[src/rtl/uart_ctrl_if.sv]
// Bus-side signals of the UART slave: chip select, strobe, address/data and ready.
interface uart_ctrl_if #(
    parameter int WORD_ADDR_W = 30,
    parameter int WORD_DATA_W = 32
);
    logic                   CS_;
    logic                   As_;
    logic                   RW;
    logic [WORD_ADDR_W-1:0] Addr;
    logic [WORD_DATA_W-1:0] WrData;
    logic [WORD_DATA_W-1:0] RdData;
    logic                   Rdy_;

    modport master (output CS_, As_, RW, Addr, WrData, input RdData, Rdy_);
    modport slave  (input CS_, As_, RW, Addr, WrData, output RdData, Rdy_);
endinterface

[src/rtl/uart_ctrl.sv]
// UART slave: 8N1 TX/RX, STATUS (Addr[0]=0) and DATA (Addr[0]=1) registers, level IRQs.
// Define UART_RX_FIFO_EN for a 4-entry RX FIFO instead of the single holding register.
module uart_ctrl #(
    parameter int BIT_CYCLES = 2604
) (
    input  logic       clk,
    input  logic       reset,
    uart_ctrl_if.slave bus_if,
    output logic       IRQRx,
    output logic       IRQTx,
    input  logic       UartRX,
    output logic       UartTX
);
    localparam int CW = $clog2(BIT_CYCLES) + 1;
    localparam logic [CW-1:0] BIT_LAST  = CW'(BIT_CYCLES - 1);
    // Start-bit countdown is shortened by the decision cycle so the sample lands mid-bit.
    localparam logic [CW-1:0] HALF_LAST = CW'(BIT_CYCLES / 2 - 1);

    typedef enum logic [1:0] {S_IDLE, S_START, S_DATA, S_STOP} state_t;

    logic acc, wr_stat, wr_data;
    assign acc     = !bus_if.CS_ && !bus_if.As_;
    assign wr_stat = acc && !bus_if.RW && !bus_if.Addr[0];
    assign wr_data = acc && !bus_if.RW &&  bus_if.Addr[0];

    logic unused_bits;
    assign unused_bits = ^{bus_if.Addr[$bits(bus_if.Addr)-1:1], bus_if.WrData[31:8]};

    state_t          tx_state_q, tx_state_d;
    logic [CW-1:0]   tx_cnt_q, tx_cnt_d;
    logic [2:0]      tx_idx_q, tx_idx_d;
    logic [7:0]      tx_shift_q, tx_shift_d;
    logic            tx_done, txbusy, txflag_q;

    always_comb begin
        tx_state_d = tx_state_q;
        tx_cnt_d   = tx_cnt_q;
        tx_idx_d   = tx_idx_q;
        tx_shift_d = tx_shift_q;
        tx_done    = 1'b0;
        case (tx_state_q)
            S_IDLE: if (wr_data) begin
                tx_state_d = S_START;
                tx_cnt_d   = BIT_LAST;
                tx_idx_d   = '0;
                tx_shift_d = bus_if.WrData[7:0];
            end
            S_START: if (tx_cnt_q == '0) begin
                tx_state_d = S_DATA;
                tx_cnt_d   = BIT_LAST;
            end else tx_cnt_d = tx_cnt_q - CW'(1);
            S_DATA: if (tx_cnt_q == '0) begin
                tx_cnt_d   = BIT_LAST;
                tx_shift_d = {1'b0, tx_shift_q[7:1]};
                tx_idx_d   = tx_idx_q + 3'd1;
                if (tx_idx_q == 3'd7) tx_state_d = S_STOP;
            end else tx_cnt_d = tx_cnt_q - CW'(1);
            S_STOP: if (tx_cnt_q == '0) begin
                tx_state_d = S_IDLE;
                tx_done    = 1'b1;
            end else tx_cnt_d = tx_cnt_q - CW'(1);
            default: tx_state_d = S_IDLE;
        endcase
    end

    always_comb begin
        UartTX = 1'b1;
        case (tx_state_q)
            S_START: UartTX = 1'b0;
            S_DATA:  UartTX = tx_shift_q[0];
            default: UartTX = 1'b1;
        endcase
    end

    assign txbusy = tx_state_q != S_IDLE;

    logic [1:0]      rx_sync_q;
    state_t          rx_state_q, rx_state_d;
    logic [CW-1:0]   rx_cnt_q, rx_cnt_d;
    logic [2:0]      rx_idx_q, rx_idx_d;
    logic [7:0]      rx_shift_q, rx_shift_d;
    logic            rx_good, rx_bad, rxbusy, rx_line;

    assign rx_line = rx_sync_q[1];

    always_comb begin
        rx_state_d = rx_state_q;
        rx_cnt_d   = rx_cnt_q;
        rx_idx_d   = rx_idx_q;
        rx_shift_d = rx_shift_q;
        rx_good    = 1'b0;
        rx_bad     = 1'b0;
        case (rx_state_q)
            S_IDLE: if (!rx_line) begin
                rx_state_d = S_START;
                rx_cnt_d   = HALF_LAST;
            end
            S_START: if (rx_cnt_q == '0) begin
                if (rx_line) rx_state_d = S_IDLE;
                else begin
                    rx_state_d = S_DATA;
                    rx_cnt_d   = BIT_LAST;
                    rx_idx_d   = '0;
                end
            end else rx_cnt_d = rx_cnt_q - CW'(1);
            S_DATA: if (rx_cnt_q == '0) begin
                rx_cnt_d   = BIT_LAST;
                rx_shift_d = {rx_line, rx_shift_q[7:1]};
                rx_idx_d   = rx_idx_q + 3'd1;
                if (rx_idx_q == 3'd7) rx_state_d = S_STOP;
            end else rx_cnt_d = rx_cnt_q - CW'(1);
            S_STOP: if (rx_cnt_q == '0) begin
                rx_state_d = S_IDLE;
                rx_good    = rx_line;
                rx_bad     = !rx_line;
            end else rx_cnt_d = rx_cnt_q - CW'(1);
            default: rx_state_d = S_IDLE;
        endcase
    end

    assign rxbusy = rx_state_q != S_IDLE;

    logic       ovr_set, rxflag, ferr_q, ovr_q;
    logic [7:0] rx_head;

`ifdef UART_RX_FIFO_EN
    logic [7:0] fifo_q [4];
    logic [1:0] wr_ptr_q, rd_ptr_q;
    logic [2:0] count_q;
    logic       fifo_empty, fifo_full, pop, push, rd_data;

    assign rd_data    = acc && bus_if.RW && bus_if.Addr[0];
    assign fifo_empty = count_q == 3'd0;
    assign fifo_full  = count_q == 3'd4;
    assign pop        = rd_data && !fifo_empty;
    // A pop in the same cycle frees the slot, so a push into a full FIFO still lands.
    assign push       = rx_good && (!fifo_full || pop);
    assign ovr_set    = rx_good && fifo_full && !pop;
    assign rxflag     = !fifo_empty;
    assign rx_head    = fifo_empty ? 8'h00 : fifo_q[rd_ptr_q];

    always_ff @(posedge clk) begin
        if (reset) begin
            wr_ptr_q <= '0;
            rd_ptr_q <= '0;
            count_q  <= '0;
            for (int i = 0; i < 4; i++) fifo_q[i] <= '0;
        end else begin
            if (push) begin
                fifo_q[wr_ptr_q] <= rx_shift_q;
                wr_ptr_q         <= wr_ptr_q + 2'd1;
            end
            if (pop) rd_ptr_q <= rd_ptr_q + 2'd1;
            count_q <= count_q + {2'b00, push} - {2'b00, pop};
        end
    end
`else
    logic [7:0] rx_hold_q;
    logic       rxflag_q;

    assign ovr_set = rx_good && rxflag_q;
    assign rxflag  = rxflag_q;
    assign rx_head = rx_hold_q;

    always_ff @(posedge clk) begin
        if (reset) begin
            rx_hold_q <= '0;
            rxflag_q  <= 1'b0;
        end else begin
            if (rx_good) rx_hold_q <= rx_shift_q;
            rxflag_q <= rx_good | (rxflag_q & ~(wr_stat & bus_if.WrData[0]));
        end
    end
`endif

    logic [31:0] rd_val;
    assign rd_val = bus_if.Addr[0] ? {24'h0, rx_head}
                                   : {26'h0, ovr_q, ferr_q, txbusy, rxbusy, txflag_q, rxflag};

    always_ff @(posedge clk) begin
        if (reset) begin
            tx_state_q    <= S_IDLE;
            tx_cnt_q      <= '0;
            tx_idx_q      <= '0;
            tx_shift_q    <= '0;
            rx_sync_q     <= 2'b11;
            rx_state_q    <= S_IDLE;
            rx_cnt_q      <= '0;
            rx_idx_q      <= '0;
            rx_shift_q    <= '0;
            txflag_q      <= 1'b0;
            ferr_q        <= 1'b0;
            ovr_q         <= 1'b0;
            bus_if.RdData <= '0;
            bus_if.Rdy_   <= 1'b1;
        end else begin
            tx_state_q    <= tx_state_d;
            tx_cnt_q      <= tx_cnt_d;
            tx_idx_q      <= tx_idx_d;
            tx_shift_q    <= tx_shift_d;
            rx_sync_q     <= {rx_sync_q[0], UartRX};
            rx_state_q    <= rx_state_d;
            rx_cnt_q      <= rx_cnt_d;
            rx_idx_q      <= rx_idx_d;
            rx_shift_q    <= rx_shift_d;
            txflag_q      <= tx_done | (txflag_q & ~(wr_stat & bus_if.WrData[1]));
            ferr_q        <= rx_bad  | (ferr_q   & ~(wr_stat & bus_if.WrData[4]));
            ovr_q         <= ovr_set | (ovr_q    & ~(wr_stat & bus_if.WrData[5]));
            bus_if.RdData <= (acc && bus_if.RW) ? rd_val : 32'h0;
            bus_if.Rdy_   <= !acc;
        end
    end

    assign IRQRx = rxflag;
    assign IRQTx = txflag_q;
endmodule

[src/flat_wrapper.sv]
// flat-port wrapper written by rule: the top's interface ports become plain ports
module uart_ctrl_flat 
#(
    parameter int BIT_CYCLES = 2604
)
  (clk, reset, IRQRx, IRQTx, UartRX, UartTX, bus_if_CS_, bus_if_As_, bus_if_RW, bus_if_Addr, bus_if_WrData, bus_if_RdData, bus_if_Rdy_);
  uart_ctrl_if bus_if_i ();
  input  logic clk;
  input  logic reset;
  output logic IRQRx;
  output logic IRQTx;
  input  logic UartRX;
  output logic UartTX;
  input wire logic [$bits(bus_if_i.CS_)-1:0] bus_if_CS_;
  input wire logic [$bits(bus_if_i.As_)-1:0] bus_if_As_;
  input wire logic [$bits(bus_if_i.RW)-1:0] bus_if_RW;
  input wire logic [$bits(bus_if_i.Addr)-1:0] bus_if_Addr;
  input wire logic [$bits(bus_if_i.WrData)-1:0] bus_if_WrData;
  output wire logic [$bits(bus_if_i.RdData)-1:0] bus_if_RdData;
  output wire logic [$bits(bus_if_i.Rdy_)-1:0] bus_if_Rdy_;
  assign bus_if_i.CS_ = bus_if_CS_;
  assign bus_if_i.As_ = bus_if_As_;
  assign bus_if_i.RW = bus_if_RW;
  assign bus_if_i.Addr = bus_if_Addr;
  assign bus_if_i.WrData = bus_if_WrData;
  assign bus_if_RdData = bus_if_i.RdData;
  assign bus_if_Rdy_ = bus_if_i.Rdy_;
  uart_ctrl #(.BIT_CYCLES(BIT_CYCLES)) u_core (.clk(clk), .reset(reset), .bus_if(bus_if_i), .IRQRx(IRQRx), .IRQTx(IRQTx), .UartRX(UartRX), .UartTX(UartTX));
endmodule
[config.mk]
export PLATFORM = sky130hd
export DESIGN_NAME = uart_ctrl_flat
export DESIGN_NICKNAME = d
export VERILOG_FILES = /design/src/rtl/uart_ctrl_if.sv /design/src/rtl/uart_ctrl.sv /design/src/flat_wrapper.sv
export SDC_FILE = /design/constraint.sdc
export NUM_CORES = 1
export LEC_CHECK = 0
export ABC_AREA = 1
export BUFFER_PORTS_ARGS = -buffer_cell sky130_fd_sc_hd__buf_2
export CORE_AREA = 2 2 98 100
export DETAILED_ROUTE_END_ITERATION = 7
export DIE_AREA = 0 0 100 102
export GPL_ROUTABILITY_DRIVEN = 0
export GPL_TIMING_DRIVEN = 0
export PLACE_DENSITY = 0.78
export SLEW_MARGIN = 20
export SYNTH_ARGS = -nofsm -noshare
export SYNTH_HDL_FRONTEND = slang
export SYNTH_SLANG_ARGS = --single-unit
[constraint.sdc]
create_clock -name clk -period 2.2 [get_ports clk]
set_input_delay 0.33 -clock clk [delete_from_list [all_inputs] [get_ports clk]]
set_output_delay 0.33 -clock clk [all_outputs]
set_load 0.01 [all_outputs]
**Yosys cells after proc, flatten, opt, wreduce, memory -nomap -nowiden**

Index checks and enable logic that the tools add are counted.

- Flip-flop bits (word level): 99
- Output and inout bits: 36
- Input port bits: 68
- Logic and storage cells: 132

- Equality and inequality tests: 22
- Reduce and logical (&&, ||, !) cells: 30
- $add $sub $neg: 4
- Bitwise logic cells: 18
- Muxes and demuxes: 41

Operators by type and width:

| kind | count |
|---|---|
| 2-to-1 mux 13 bit | 8 |
| one-hot mux 13 bit (4 select lines) | 1 |
| one-hot mux 13 bit (3 select lines) | 1 |
| zero test 13 bit | 2 |
| subtractor 13 x 1 -> 13 bit, second input constant | 2 |
| 2-to-1 mux 2 bit | 11 |
| != test 2 x 1 -> 1 bit, second input constant | 9 |
| 2-to-1 mux 8 bit | 2 |
| one-hot mux 2 bit (4 select lines) | 2 |
| one-hot mux 8 bit (2 select lines) | 1 |
| 2-to-1 mux 3 bit | 5 |
| one-hot mux 3 bit (2 select lines) | 2 |
| AND reduction 5 bit | 2 |
| bitwise AND 1 bit | 8 |
| equality test 2 bit, second input constant | 4 |
| != test 2 bit, second input constant | 4 |
| nonzero test 2 bit | 4 |
| adder 3 x 1 -> 3 bit, second input constant | 2 |
| equality test 3 bit, second input constant | 2 |
| logical AND 1 bit | 6 |
| zero test 1 bit | 6 |
| 2-to-1 mux 1 bit | 6 |
| 2-to-1 mux 6 bit | 1 |
| inverter 1 bit | 6 |
| 10 further kinds | 18 |

**Logic depth before layout (Yosys ltp)**

Gate-level depths: netlist of run 1.

- Depth in word-level cells: 8
- Gate-level depth with buffers: 11
- Gate-level depth less buffers: 11

**Worst setup path before layout of run 1**

Ideal clock, no wire load.

- Path type: reg-to-output
- Start point: reg u_core.tx_state_q[0]
- End point: out UartTX
- Required time: 1870 ps
- Buffers on the path: 2
- Stages on the path, launching flop included: 6
- Arrival: 1218 ps
- Path slack: 652 ps
- Cell sequence: dfxtp_1 > inv_1 > ha_1 > buf_4 > buf_2 > o21ai_0

- Cells in the longest elaborated chain, start to end: 2

RTL lines:

| item | RTL line | text |
|---|---|---|
| start: declaration | uart_ctrl.sv:29 | `state_t tx_state_q, tx_state_d;` |
| start signal: assignment | uart_ctrl.sv:197 | `tx_state_q <= tx_state_d;` |
| equality test 2 bit / equality test 2 x 1 -> 1 bit (equally long branches) | uart_ctrl.sv:68 | `case (tx_state_q)` |
| one-hot mux 1 bit (2 select lines) * | uart_ctrl.sv:68 |  |
| end: declaration | flat_wrapper.sv:13 | `output logic UartTX;` |

Every way passes the cells marked *; elsewhere a longest branch is shown, timed or not.

**Final worst setup path of run 1**

Same ends and word-level chain as after synthesis.

==> run_summary.xml, run 1 <==
<?xml version="1.0" encoding="UTF-8"?>
<metrics>
  <group name="outcome">
    <metric name="outcome" unit="">finished, final reports clean</metric>
  </group>
  <group name="detailed_routing">
    <metric name="route.vias.total" unit="">3709</metric>
    <metric name="drt_pre_antenna_iters" unit="">4</metric>
    <metric name="detail_route.wirelength" unit="mm">8.78</metric>
    <metric name="dr.first_iter.drc_count" unit="">185</metric>
    <metric name="drcViolationCount" unit="">0</metric>
    <metric name="ant_nets" unit="">0</metric>
    <metric name="routed_wire_length_per_instance" unit="um">11.6</metric>
    <metric name="average_vias_per_placed_instance" unit="">4.89</metric>
  </group>
  <group name="global_routing">
    <metric name="grt_antenna_before_repair" unit="">0</metric>
    <metric name="first_global_vias" unit="">3403</metric>
    <metric name="grt_first_pass_wirelength" unit="mm">14.6</metric>
    <metric name="global_route.usage.total" unit="%">17.6</metric>
    <metric name="globalRoute.totalOverflow" unit="">0</metric>
    <metric name="grt_max_degree" unit="">17</metric>
  </group>
  <group name="cts">
    <metric name="insertion_delay" unit="ns">0.36</metric>
    <metric name="clock-sinks" unit="">75</metric>
    <metric name="cts_resized" unit="">0</metric>
    <metric name="hold_buffers" unit="">0</metric>
    <metric name="cts.htree.levels" unit="">3</metric>
    <metric name="clock_tree_from_tritoncts" unit="">built</metric>
    <metric name="clk_transition_reported_paths" unit="ns">0.09</metric>
    <metric name="cts-root-buf" unit="">clkbuf_8</metric>
    <metric name="cts_buffer_depth" unit="">2</metric>
    <metric name="cts_buffers" unit="">9</metric>
    <metric name="postCtsSetupRepairBufs" unit="">0</metric>
  </group>
  <group name="timing">
    <metric name="fin_worst_skew" unit="ns">0.0180</metric>
    <metric name="rsz0062_at_grt" unit="">no</metric>
    <metric name="post-route-worst-setup-slack" unit="ns">0.138</metric>
    <metric name="final_tns_setup" unit="ns">0</metric>
    <metric name="fmax" unit="MHz">485</metric>
    <metric name="timing.max_slew.rel_slack" unit="%">59.7</metric>
    <metric name="final-hold-violation-count" unit="">0</metric>
    <metric name="setup_viol_count_final" unit="">0</metric>
    <metric name="whs" unit="ns">0.179</metric>
    <metric name="layout_worst_path_cycle_share" unit="%">93.7</metric>
    <metric name="drv_slew" unit="">0</metric>
    <metric name="tightest_slew" unit="ns">0.605</metric>
    <metric name="layout_min_cycle_time" unit="ns">2.06</metric>
  </group>
  <group name="yosys">
    <metric name="synth_async_sr_flop_share" unit="%">0</metric>
    <metric name="number_of_enable_type_register_cells_in_the_synthesized_netlist" unit="">0</metric>
    <metric name="synthCells" unit="">584</metric>
    <metric name="ys.flop_type" unit="">dfxtp_1</metric>
    <metric name="synth.yosys.seq_area_share" unit="%">36.0</metric>
    <metric name="synth_top_area_share" unit="%">36.0</metric>
    <metric name="synth_warnings" unit="">0</metric>
    <metric name="synth-seq-cells" unit="">75</metric>
    <metric name="post_synth_num_cell_types" unit="">40</metric>
    <metric name="synth_area" unit="mm2">0.00417</metric>
    <metric name="synth.largest_area_cell" unit="">dfxtp_1</metric>
    <metric name="netlist_top_cells_area" unit="">dfxtp_1 36%, nand2_1 11%, a21oi_1 6.4%</metric>
    <metric name="synth.avg_cell_area" unit="um2">7.14</metric>
  </group>
  <group name="cells_and_area">
    <metric name="antennaDiodeCount" unit="">0</metric>
    <metric name="layout-drive-gt1-share" unit="%">17.4</metric>
    <metric name="mostFrequentLayoutCells" unit="">120 x nand2_1, 75 x dfxtp_1, 69 x inv_1</metric>
    <metric name="leading_cell_type_in_the_layout_fill_and_taps_excluded" unit="">nand2_1</metric>
    <metric name="final_core_util" unit="%">51.7</metric>
    <metric name="final_design_area_no_fill" unit="mm2">0.00471</metric>
    <metric name="num-nets-final" unit="">728</metric>
    <metric name="area_growth" unit="%">12.9</metric>
  </group>
  <group name="placed_design">
    <metric name="dp_hpwl" unit="mm">6.53</metric>
    <metric name="preCtsSetupSlack" unit="ns">0.286</metric>
    <metric name="count_of_input_and_output_buffers" unit="">25</metric>
    <metric name="placedInstanceArea" unit="mm2">0.00452</metric>
  </group>
  <group name="floorplan">
    <metric name="die-width" unit="um">100</metric>
    <metric name="die_h" unit="um">102</metric>
    <metric name="num_rows" unit="">35</metric>
    <metric name="area_of_the_die" unit="mm2">0.0102</metric>
    <metric name="starting_density_of_the_core" unit="%">45.8</metric>
    <metric name="num_io_pins" unit="">104</metric>
    <metric name="core_region_area" unit="mm2">0.00911</metric>
  </group>
  <group name="pwr">
    <metric name="leakagePower" unit="nW">2.25</metric>
    <metric name="power_density" unit="mW/mm2">1370</metric>
    <metric name="vdd_ir_drop_max" unit="mV">0.633</metric>
  </group>
  <group name="setup_path">
    <metric name="critPathLaunchType" unit="">flop</metric>
    <metric name="critPathRequiredTime" unit="ns">1.87</metric>
    <metric name="critical_path_peak_fanout" unit="">10</metric>
    <metric name="cp_capture_type" unit="">primary output</metric>
    <metric name="critPathKind" unit="">flop to primary output</metric>
    <metric name="data_arrival_time_of_the_critical_path" unit="ns">1.73</metric>
  </group>
  <group name="flow_run">
    <metric name="maxCapViolCount" unit="">0</metric>
  </group>
  <group name="min_path">
    <metric name="hp-class" unit="">primary input to flop</metric>
  </group>
</metrics>
==> synthesized netlist by cell type (2+ instances only) <==
| cell | number |
|---|---|
| buf_2 | 2 |
| nand3_1 | 31 |
| buf_6 | 4 |
| dfxtp_1 | 75 |
| nor3_4 | 2 |
| nand4_1 | 7 |
| clkbuf_1 | 4 |
| buf_4 | 26 |
| nand3b_1 | 3 |
| and3_1 | 6 |
| nor3_1 | 2 |
| nand2_2 | 3 |
| mux2i_1 | 3 |
| ha_1 | 17 |
| nand3_2 | 4 |
| nor2_2 | 11 |
| nor3b_1 | 2 |
| or2_2 | 2 |
| inv_1 | 69 |
| xor2_1 | 5 |
| nor2_8 | 2 |
| o21ai_1 | 3 |
| nand2_1 | 120 |
| o21ai_0 | 39 |
| inv_2 | 4 |
| nor2_1 | 67 |
| a21oi_1 | 53 |
| nand2_4 | 4 |
| nor2_4 | 3 |
==> final cells by class <==
| class | instances | area, um2 |
|---|---|---|
| Buffer | 38 | 283 |
| Inverter | 74 | 278 |
| Tap cell | 111 | 139 |
| Multi-Input combinational cell | 420 | 2190 |
| Timing Repair Buffer | 25 | 125 |
| Fill cell | 858 | 4400 |
| Clock inverter | 7 | 65.1 |
| Clock buffer | 9 | 124 |
| Sequential cell | 75 | 1500 |
==> state kept, by name, summed over array words and instances, names as in the netlist, 3 cells and up, named ones only <==
name	count
u_core.bus_if.RdData	8
u_core.rx_cnt_q	13
u_core.rx_head	8
u_core.rx_idx_q	3
u_core.rx_shift_q	8
u_core.tx_cnt_q	13
u_core.tx_idx_q	3
u_core.tx_shift_q	8
==> path summary, 6_finish.rpt <==
check | startpoint | to | slack, ns | depth (start not counted)
hold reg to reg | u_core.rx_sync_q[0] | u_core.rx_sync_q[1] | 0.43 | 1
setup / recovery | u_core.tx_state_q[0] | UartTX | 0.14 | 6
setup reg to reg | u_core.tx_state_q[1] | u_core.tx_idx_q[1] | 0.27 | 9
hold / removal | UartRX | u_core.rx_sync_q[0] | 0.18 | 2
==> metrics by stage <==
step                cells  power, mW
finish                759       6.46
global route          759       7.05
CTS                   759       6.46
detailed placement    743       5.41
global placement      743       5.28
floorplan             607       4.74
==> cell families after synthesis <==
family,Yosys count,share of synthesized area (%)
XOR/XNOR,5,1.05
flip-flops,75,36.0
adder cells (fa/ha/maj),17,5.10
AND/OR/NAND/NOR,270,30.8
buffers and inverters,112,13.4
AO/OA/AOI/OAI,101,12.8
other,1,0.0899
multiplexers,3,0.720
==> power breakdown <==
group | internal, mW | switching (mW) | total (mW) | leakage (nW)
clock | 0.440 | 0.603 | 1.04 | 0.0947
combinational | 1.23 | 2.33 | 3.55 | 1.55
sequential | 1.64 | 0.228 | 1.86 | 0.610
==> critical path, cell delays in order, from the launching register on <==
cell,delay [ns]
dfxtp_1,0.37
inv_1,0.08
ha_1,0.20
buf_4,0.18
buf_2,0.19
o21ai_0,0.19
buf_2,0.16
==> routing by layer <==
layer | up-vias | track usage [%] | part of all wire, %
met2 | 93 | 31.3 | 49
li1 | 1934 | - | -
met5 | - | 0 | 0
met3 | 12 | 2.60 | 5.5
met4 | 0 | 7.48 | 1.3
met1 | 1670 | 21.2 | 45
Power figures use the tool's default switching activity.
==> run 2, diff against run 1 <==
- ABC_AREA: 1 -> unset
- CORE_AREA: 2 2 98 100 -> 2 2 95 97
- DIE_AREA: 0 0 100 102 -> 0 0 97 99
- PLACE_DENSITY: 0.78 -> 0.8
==> run_summary.xml, run 2 <==
<?xml version="1.0" encoding="UTF-8"?>
<metrics>
  <group name="outcome">
    <metric name="outcome" unit="">finished, final reports clean</metric>
  </group>
  <group name="yosys">
    <metric name="synth.yosys.seq_area_share" unit="%">37.8</metric>
    <metric name="synth.largest_area_cell" unit="">dfxtp_1</metric>
    <metric name="ys.flop_type" unit="">dfxtp_1</metric>
    <metric name="synth-seq-cells" unit="">75</metric>
    <metric name="post_synth_num_cell_types" unit="">64</metric>
    <metric name="synth_area" unit="mm2">0.00398</metric>
    <metric name="yosys.cell_count.top_type" unit="">dfxtp_1</metric>
    <metric name="synth_warnings" unit="">0</metric>
    <metric name="number_of_enable_type_register_cells_in_the_synthesized_netlist" unit="">0</metric>
    <metric name="synthCells" unit="">467</metric>
    <metric name="yosys-top-cells-count" unit="">75 x dfxtp_1, 49 x nand2_1, 47 x nor2_1</metric>
    <metric name="synth.avg_cell_area" unit="um2">8.51</metric>
    <metric name="synth_async_sr_flop_share" unit="%">0</metric>
    <metric name="netlist_top_cells_area" unit="">dfxtp_1 38%, a21oi_1 5.4%, ha_1 5.3%</metric>
    <metric name="synth_top_area_share" unit="%">37.8</metric>
  </group>
  <group name="pwr">
    <metric name="sw_frac_of_total" unit="%">43.1</metric>
    <metric name="seqPwrFrac" unit="%">34.0</metric>
    <metric name="intPower" unit="mW">3.06</metric>
    <metric name="p_sw" unit="mW">2.31</metric>
    <metric name="power_density" unit="mW/mm2">1160</metric>
    <metric name="leakagePower" unit="nW">1.89</metric>
    <metric name="pwr-share-comb" unit="%">46.7</metric>
    <metric name="vdd_ir_drop_max" unit="mV">0.476</metric>
    <metric name="clockPowerShare" unit="%">19.3</metric>
  </group>
  <group name="floorplan">
    <metric name="die_h" unit="um">99</metric>
    <metric name="core_region_area" unit="mm2">0.00855</metric>
    <metric name="num_io_pins" unit="">104</metric>
    <metric name="starting_density_of_the_core" unit="%">46.5</metric>
    <metric name="die-width" unit="um">97</metric>
    <metric name="num_rows" unit="">34</metric>
    <metric name="area_of_the_die" unit="mm2">0.00960</metric>
  </group>
  <group name="detailed_routing">
    <metric name="drcViolationCount" unit="">0</metric>
    <metric name="drt_pre_antenna_iters" unit="">7</metric>
    <metric name="dr.first_iter.drc_count" unit="">254</metric>
    <metric name="route.vias.total" unit="">3633</metric>
    <metric name="average_vias_per_placed_instance" unit="">5.64</metric>
    <metric name="detail_route.wirelength" unit="mm">9.35</metric>
    <metric name="routed_wire_length_per_instance" unit="um">14.5</metric>
    <metric name="ant_nets" unit="">0</metric>
  </group>
  <group name="cells_and_area">
    <metric name="leading_cell_type_in_the_layout_fill_and_taps_excluded" unit="">dfxtp_1</metric>
    <metric name="num-nets-final" unit="">616</metric>
    <metric name="mostFrequentLayoutCells" unit="">75 x dfxtp_1, 49 x nand2_1, 46 x nor2_1</metric>
    <metric name="layout_top_registers" unit="">u_core.rx_cnt_q (13), u_core.tx_cnt_q (13)</metric>
    <metric name="layoutNonFillerInstCount" unit="">644</metric>
    <metric name="multi_input_comb_area" unit="mm2">0.00225</metric>
    <metric name="final-seq-area" unit="mm2">0.00150</metric>
    <metric name="area_growth" unit="%">16.6</metric>
    <metric name="layout-drive-gt1-share" unit="%">20.5</metric>
    <metric name="antennaDiodeCount" unit="">0</metric>
    <metric name="final_core_util" unit="%">54.2</metric>
    <metric name="layout.filler_cells" unit="">764</metric>
  </group>
  <group name="global_routing">
    <metric name="globalRoute.totalOverflow" unit="">0</metric>
    <metric name="grt_max_degree" unit="">17</metric>
    <metric name="first_global_vias" unit="">3342</metric>
    <metric name="global_route.usage.total" unit="%">19.1</metric>
    <metric name="grt_antenna_before_repair" unit="">0</metric>
    <metric name="grt_first_pass_wirelength" unit="mm">15.2</metric>
  </group>
  <group name="setup_path">
    <metric name="critPathRequiredTime" unit="ns">2.48</metric>
    <metric name="critical_path_peak_fanout" unit="">9</metric>
    <metric name="data_arrival_time_of_the_critical_path" unit="ns">2.37</metric>
    <metric name="critPathKind" unit="">flop to flop</metric>
    <metric name="critPathLaunchType" unit="">flop</metric>
    <metric name="cp_capture_type" unit="">flop</metric>
  </group>
  <group name="cts">
    <metric name="clock_tree_from_tritoncts" unit="">built</metric>
    <metric name="cts-root-buf" unit="">clkbuf_8</metric>
    <metric name="cts_buffers" unit="">9</metric>
    <metric name="hold_buffers" unit="">0</metric>
    <metric name="cts_buffer_depth" unit="">2</metric>
    <metric name="insertion_delay" unit="ns">0.36</metric>
    <metric name="clock-sinks" unit="">75</metric>
    <metric name="cts.htree.levels" unit="">3</metric>
    <metric name="clk_transition_reported_paths" unit="ns">0.09</metric>
  </group>
  <group name="timing">
    <metric name="rsz0062_at_grt" unit="">yes</metric>
    <metric name="drv_slew" unit="">0</metric>
    <metric name="layout_worst_path_cycle_share" unit="%">94.8</metric>
    <metric name="fin_worst_skew" unit="ns">0.0140</metric>
    <metric name="whs" unit="ns">0.163</metric>
    <metric name="timing.max_slew.rel_slack" unit="%">48.8</metric>
    <metric name="layout_min_cycle_time" unit="ns">2.09</metric>
    <metric name="tightest_slew" unit="ns">0.761</metric>
    <metric name="setup_viol_count_final" unit="">0</metric>
    <metric name="fmax" unit="MHz">479</metric>
    <metric name="final-hold-violation-count" unit="">0</metric>
  </group>
  <group name="placed_design">
    <metric name="count_of_input_and_output_buffers" unit="">25</metric>
    <metric name="place.detailed.instances" unit="">623</metric>
    <metric name="dp_hpwl" unit="mm">6.62</metric>
  </group>
  <group name="min_path">
    <metric name="hp-class" unit="">primary input to flop</metric>
  </group>
  <group name="flow_run">
    <metric name="maxCapViolCount" unit="">0</metric>
  </group>
</metrics>
[run 2: final timing paths]
kind | startpoint | to | slack (ns) | cells after the start
worst min register to register | u_core.rx_sync_q[0] | u_core.rx_sync_q[1] | 0.41 | 1
worst max register to register | u_core.rx_state_q[0] | u_core.rx_cnt_q[7] | 0.11 | 9
worst min-delay path | UartRX | u_core.rx_sync_q[0] | 0.16 | 2
worst max-delay path | u_core.rx_state_q[0] | u_core.rx_cnt_q[7] | 0.11 | 9
[run 2: stage by stage]
stage	total power, mW	setup TNS [ns]	cell area [um2]	setup WS, ns
after floorplan	3.61	0	4060	0.160
after global placement	3.99	-0.658	4320	-0.209
after detailed placement	4.11	-0.989	4320	-0.240
after CTS	5.15	0	4530	0.0275
after global routing	5.73	-0.0185	4630	-0.0147
final	5.37	0	4630	0.114
[run 2: kinds of logic (layout without fill, tap and decap cells)]
family,after synthesis,in the layout,synth area share (%)
and+or+nand+nor,178,178,24.3
muxes,15,15,3.84
xor gates and xnor gates,7,7,1.54
other,1,24,0.0943
adders and majority gates,17,17,5.35
buffers and inverters,64,110,9.13
AOI/OAI and AO/OA,110,110,18.0
DFF,75,75,37.8
[run 2: final cells by class]
class                   count  area share [%]
plain buffers              45            6.56
multi-input cells         351            48.7
inverters                  16            1.30
well taps                 108            2.92
flip-flops and latches     75            32.4
repair buffers             33            4.00
clock buffers               9            2.67
clock inverters             7            1.51
[run 2: repair_timing]
| item | in CTS | in global routing |
|---|---|---|
| pin swaps | 1 | 6 |
| endpoints found under the setup margin | 14 | 49 |
| buffers inserted | 1 | 7 |
| gates cloned | 0 | 0 |
| gates resized for setup | 4 | 13 |
[run 2: per-layer routing]
metal	wire length, um	vias up	global-route usage [%]
met2	4530	159	31.8
met4	285	0	9.64
met3	624	37	4.40
met1	3910	1687	23.2
met5	0	-	0
li1	-	1750	-
[run 2: critical path: stages (launching register included)]
cell	delay [ns]
dfxtp_1	0.39
inv_1	0.12
ha_1	0.30
clkbuf_4	0.19
nor2_2	0.10
or2_4	0.29
nor3b_2	0.24
buf_4	0.16
nand3_1	0.07
a21oi_1	0.14
[run 2: power groups by stage]
stage          clock [mW]  sequential, mW  combinational (mW)
3_5_place_dp            0            1.83                2.28
3_3_place_gp            0            1.81                2.18
2_1_floorplan           0            1.77                1.84
5_1_grt              1.11            1.86                2.76
6_report             1.04            1.83                2.51
4_1_cts              1.06            1.80                2.30
